--- src/rtl/xor_bit_deserializer.sv ---
// Collects LSB-first result bits into WIDTH-bit words behind a valid/ready output.
// Define XOR_DESER_PARITY_EN to add a registered word_parity output.
module xor_bit_deserializer #(
  parameter int WIDTH = 8,
  parameter int LENW  = $clog2(WIDTH + 1)
) (
  input  logic             clk,
  input  logic             rst,
  input  logic             bit_valid,
  input  logic             bit_in,
  output logic             bit_ready,
  input  logic             flush,
  output logic             word_valid,
  input  logic             word_ready,
  output logic [WIDTH-1:0] word_out,
  output logic [LENW-1:0]  word_len
`ifdef XOR_DESER_PARITY_EN
  ,
  output logic             word_parity
`endif
);

  localparam logic [LENW-1:0] FULL = LENW'(WIDTH);

  logic [WIDTH-1:0] sr, sr_next;
  logic [LENW-1:0]  cnt, cnt_next;
  logic             flush_pend;
  logic             accept, slot_free, flush_any;
  logic             full_next, empty_next, load_full, load_part;

  assign bit_ready  = !rst && (cnt != FULL);
  assign accept     = bit_valid && bit_ready;
  assign slot_free  = !word_valid || word_ready;
  assign flush_any  = flush_pend || flush;
  assign cnt_next   = cnt + {{(LENW-1){1'b0}}, accept};
  assign full_next  = (cnt_next == FULL);
  assign empty_next = (cnt_next == '0);
  assign load_full  = full_next && slot_free;
  assign load_part  = flush_any && !full_next && !empty_next && slot_free;

  // The incoming bit lands at position cnt; upper bits stay zero because sr clears on every load.
  always_comb begin
    sr_next = sr;
    for (int i = 0; i < WIDTH; i++) begin
      if (accept && (cnt == LENW'(i))) sr_next[i] = bit_in;
    end
  end

  always_ff @(posedge clk) begin
    if (rst) begin
      sr         <= '0;
      cnt        <= '0;
      flush_pend <= 1'b0;
      word_valid <= 1'b0;
      word_out   <= '0;
      word_len   <= '0;
`ifdef XOR_DESER_PARITY_EN
      word_parity <= 1'b0;
`endif
    end else begin
      sr  <= sr_next;
      cnt <= cnt_next;
      if (word_valid && word_ready) word_valid <= 1'b0;

      if (load_full || load_part) begin
        word_out   <= sr_next;
        word_len   <= load_full ? FULL : cnt_next;
        word_valid <= 1'b1;
        sr         <= '0;
        cnt        <= '0;
`ifdef XOR_DESER_PARITY_EN
        word_parity <= ^sr_next;
`endif
      end

      // A pending flush is resolved by any load, by an empty count, or by the word filling up.
      if (load_full || load_part || empty_next || full_next)
        flush_pend <= 1'b0;
      else if (flush)
        flush_pend <= 1'b1;
    end
  end

endmodule

--- config.mk ---
export PLATFORM = sky130hd
export DESIGN_NAME = xor_bit_deserializer
export DESIGN_NICKNAME = d
export VERILOG_FILES = /design/src/rtl/xor_bit_deserializer.sv
export SDC_FILE = /design/constraint.sdc
export NUM_CORES = 1
export LEC_CHECK = 0
export ABC_AREA = 1
export CAP_MARGIN = 15
export CORE_MARGIN = 2
export CORE_UTILIZATION = 54
export CTS_BUF_LIST = sky130_fd_sc_hd__clkbuf_16
export CTS_CLUSTER_DIAMETER = 60
export CTS_CLUSTER_SIZE = 24
export DETAILED_ROUTE_END_ITERATION = 10
export GPL_ROUTABILITY_DRIVEN = 0
export PLACE_DENSITY = 0.91
export SLEW_MARGIN = 20
export SYNTH_ARGS = -nofsm -noshare
export SYNTH_HDL_FRONTEND = slang
export SYNTH_SLANG_ARGS = --single-unit
export TNS_END_PERCENT = 50
--- constraint.sdc ---
create_clock -name clk -period 3.1 [get_ports clk]
set_input_delay 0.465 -clock clk [delete_from_list [all_inputs] [get_ports clk]]
set_output_delay 0.465 -clock clk [all_outputs]
set_load 0.02 [all_outputs]
==> impl_results.rst <==
.. list-table::
   :header-rows: 1

   * - Metric
     - Value
   * - Post-DRT Antenna Nets
     - 0
   * - PD cells
     - 555.2 mW/mm2
   * - Clock latency reported for the late side of the worst-skew pair
     - 0.26 ns
   * - Io pins
     - 20
   * - Share of cells above drive strength 1
     - 0.08571
   * - Worst hold path startpoint
     - word_len[1]
   * - Min-Delay Path Class
     - reg2reg
   * - Maximum level of the CTS H-tree
     - 1
   * - Total count of max-transition violations in the final report
     - 0
   * - Number of iterations in the first detailed-routing pass
     - 5
   * - Library cell used as clock root buffer
     - clkbuf_16
   * - Req. time, crit path
     - 3.31 ns
   * - I/O Buffers
     - 19
   * - Number of vias per cell after detailed routing
     - 5.495
   * - Count of antenna diodes in the layout
     - 0
   * - Count of routing violations after the opening detailed-route iteration
     - 50
   * - Number of different library cells in the post-synthesis netlist
     - 19
   * - Sequential fraction of the synthesis area
     - 0.4627
   * - Max-capacitance violation count
     - 0
   * - Area of the die
     - 0.002464 mm2
   * - Cell depth of the worst flop-to-flop path
     - 15
   * - Global router's overall resource usage
     - 0.2348
   * - First-pass GRT wire length
     - 4.485 mm
   * - Average detailed-routed wire length per instance
     - 13.33 um
   * - Detailed-route DRC error count
     - 0
   * - Clk sinks
     - 26
   * - Initial antenna violation count
     - 0
   * - Post-cts sizing count
     - 0
   * - Most used standard cell by instance count after synthesis
     - nand2_1
   * - Setup slack of the worst register-to-register path
     - 0.57 ns
   * - RSZ-0062 raised after global routing
     - no
   * - Total clock buffers created by CTS
     - 3
   * - Post-synthesis cell type with the largest combined area
     - dfxtp_1
   * - Critical path origin
     - rst
   * - Proportion of register bits with asynchronous set or reset after synthesis
     - 0
   * - Final net count
     - 184
   * - Placeable core area
     - 0.001962 mm2
   * - Vias after detailed routing
     - 1110
   * - Highest Clock Rate
     - 380.2 MHz
   * - Setup Fix Bufs, Post-CTS
     - 0
   * - Largest cells by area after synthesis
     - dfxtp_1, nand2_1, a21oi_1
   * - Total Power Consumption
     - 792.6 uW
   * - Final count of hold timing violations
     - 0
   * - Setup-failing EPs final
     - 0
   * - Syn Inst Count
     - 155
   * - CTS tree
     - yes
   * - Starting density of the core
     - 0.5733
   * - Count of flip-flops with a built-in enable after synthesis
     - 0
   * - Signed area change from the synthesized netlist to the final layout
     - 26.92%
   * - Cell Area, Placed
     - 0.001323 mm2
   * - Cts-stage hold buffer count
     - 0
   * - Number of synthesized register bits
     - 26
   * - Final std cell area, no fill
     - 0.001428 mm2
   * - Area share of the largest cell type after synthesis
     - 0.4627
   * - Overall die height
     - 49.64 um
   * - Classification of the worst setup path
     - in2reg
   * - Worst Setup Start Kind
     - input port
   * - HPWL after detailed placement
     - 1.779 mm
   * - Mean instance size in the synthesized netlist
     - 7.257 um2
   * - CTS max path bufs
     - 2
   * - Ys flop type
     - dfxtp_1
   * - Pin count of the biggest net entering global routing
     - 16
   * - Worst setup path endpoint
     - word_out[1]
   * - Commonest cells in the synthesized netlist
     - nand2_1, dfxtp_1, nor2_1
   * - Clk_skew
     - 0.002017 ns
   * - Peak ir drop on the vdd network
     - 0.3480 mV
   * - Placement Rows
     - 16
   * - Worst path arrival time
     - 2.84 ns
   * - Post-synthesis instance area
     - 0.001125 mm2
   * - Syn_nets
     - 163
   * - Width of the chip
     - 49.64 um
   * - Clock transition at path regs
     - 0.06 ns
   * - Number of global-route vias before repair
     - 1100
   * - Max_slew headroom
     - 0.7571
   * - Share of the core filled with cells in the final layout
     - 0.7277
   * - FF-to-FF Start
     - cnt[2]
   * - Worst-path maximum fanout
     - 12
   * - Global-route congestion overflow total
     - 0
   * - Minimum clock period
     - 2.630 ns
   * - Category of the worst setup path capture point
     - flip-flop
   * - Routed wire length
     - 2.692 mm
   * - Run status
     - complete, no violations
   * - R2r endpoint
     - word_out[1]
   * - Fillers
     - 157
   * - Crit share post-route
     - 0.8485
   * - Leakage power total
     - 0.0006690 uW
   * - Pin slew with the least headroom to its limit
     - 0.3606 ns
   * - Setup TNS Final
     - 0 ns
   * - Ys Warns
     - 0
-- cell type report --
type                            instances  area [um2]  area share
Clock inverter                          1       30.03     0.02103
Tap cell                               27       33.78     0.02366
Multi-Input combinational cell        112       521.8      0.3655
Timing Repair Buffer                   20       197.7      0.1385
Clock buffer                            3       75.07     0.05259
Inverter                               13       48.80     0.03418
Sequential cell                        26       520.5      0.3646
-- kinds of logic (layout without fill, tap and decap cells) --
family                   Yosys count  after routing  share of synthesized area
AO/OA/AOI/OAI                     20             20                    0.09900
adder cells (fa/ha/maj)            2              2                    0.02224
buffers and inverters             17             37                    0.07342
flip-flops                        26             26                     0.4627
AND/OR/NAND/NOR                   90             90                     0.3426
-- sequential cells by signal, summed over array words and instances, names as in the netlist --
signal,cells
word_len,4
cnt,4
flush_pend,1
sr,8
word_out,8
word_valid,1
-- worst max-delay path, cell delays in order --
cell and delay, ns:
clkdlybuf4s50_1 0.50, a21oi_1 0.22, and2_1 0.17, ha_1 0.19, ha_1 0.23, inv_1 0.08, nand2_1 0.13, nand2_2 0.09
nor2_2 0.10, nand3_2 0.13, a21oi_4 0.34, nand2_1 0.11, nand2_1 0.07
-- per-layer routing --
layer	share of wire	GRT usage
met5	0	0
met4	0.037	0.1806
met3	0.064	0.02424
met2	0.50	0.4133
met1	0.40	0.2553
-- cells in the final DEF, fill, tap and decap left out --
cell             instances
nand3_2                  3
ha_1                     2
nand2_2                  2
inv_2                    2
clkdlybuf4s50_1         19
clkbuf_16                3
nand3_1                  3
inv_1                   11
a21oi_4                  1
or2_2                    1
nand4_1                  5
a21oi_1                 11
bufinv_16                1
nand2_1                 61
and2_1                   1
o21ai_0                  8
buf_4                    1
dfxtp_1                 26
nor2_1                  13
nor2_2                   1
-- worst min path at each step --
stage                   to  slack [ns]  depth (start not counted)
6_report       word_len[1]        0.45                          2
5_1_grt        word_len[1]        0.47                          2
4_1_cts        word_out[7]        0.45                          2
3_5_place_dp   word_out[7]        0.44                          2
3_3_place_gp   word_out[4]        0.44                          2
2_1_floorplan        sr[0]        0.47                          2
-- report_power, final --
group / switching (uW) / internal [uW]
sequential: 4.58 / 340
clock: 116 / 257
combinational: 47.2 / 27.7
-- per-stage QoR --
step                worst slack [ns]  hold WS (ns)  instances
detailed placement            0.2975        0.4383        198
finish                        0.4696        0.4518        202
global route                  0.3416        0.4749        202
CTS                           0.5147        0.4539        202
global placement              0.3674        0.4367        198
floorplan                     0.6822        0.4677        155
(Power assumes the default switching activity.)
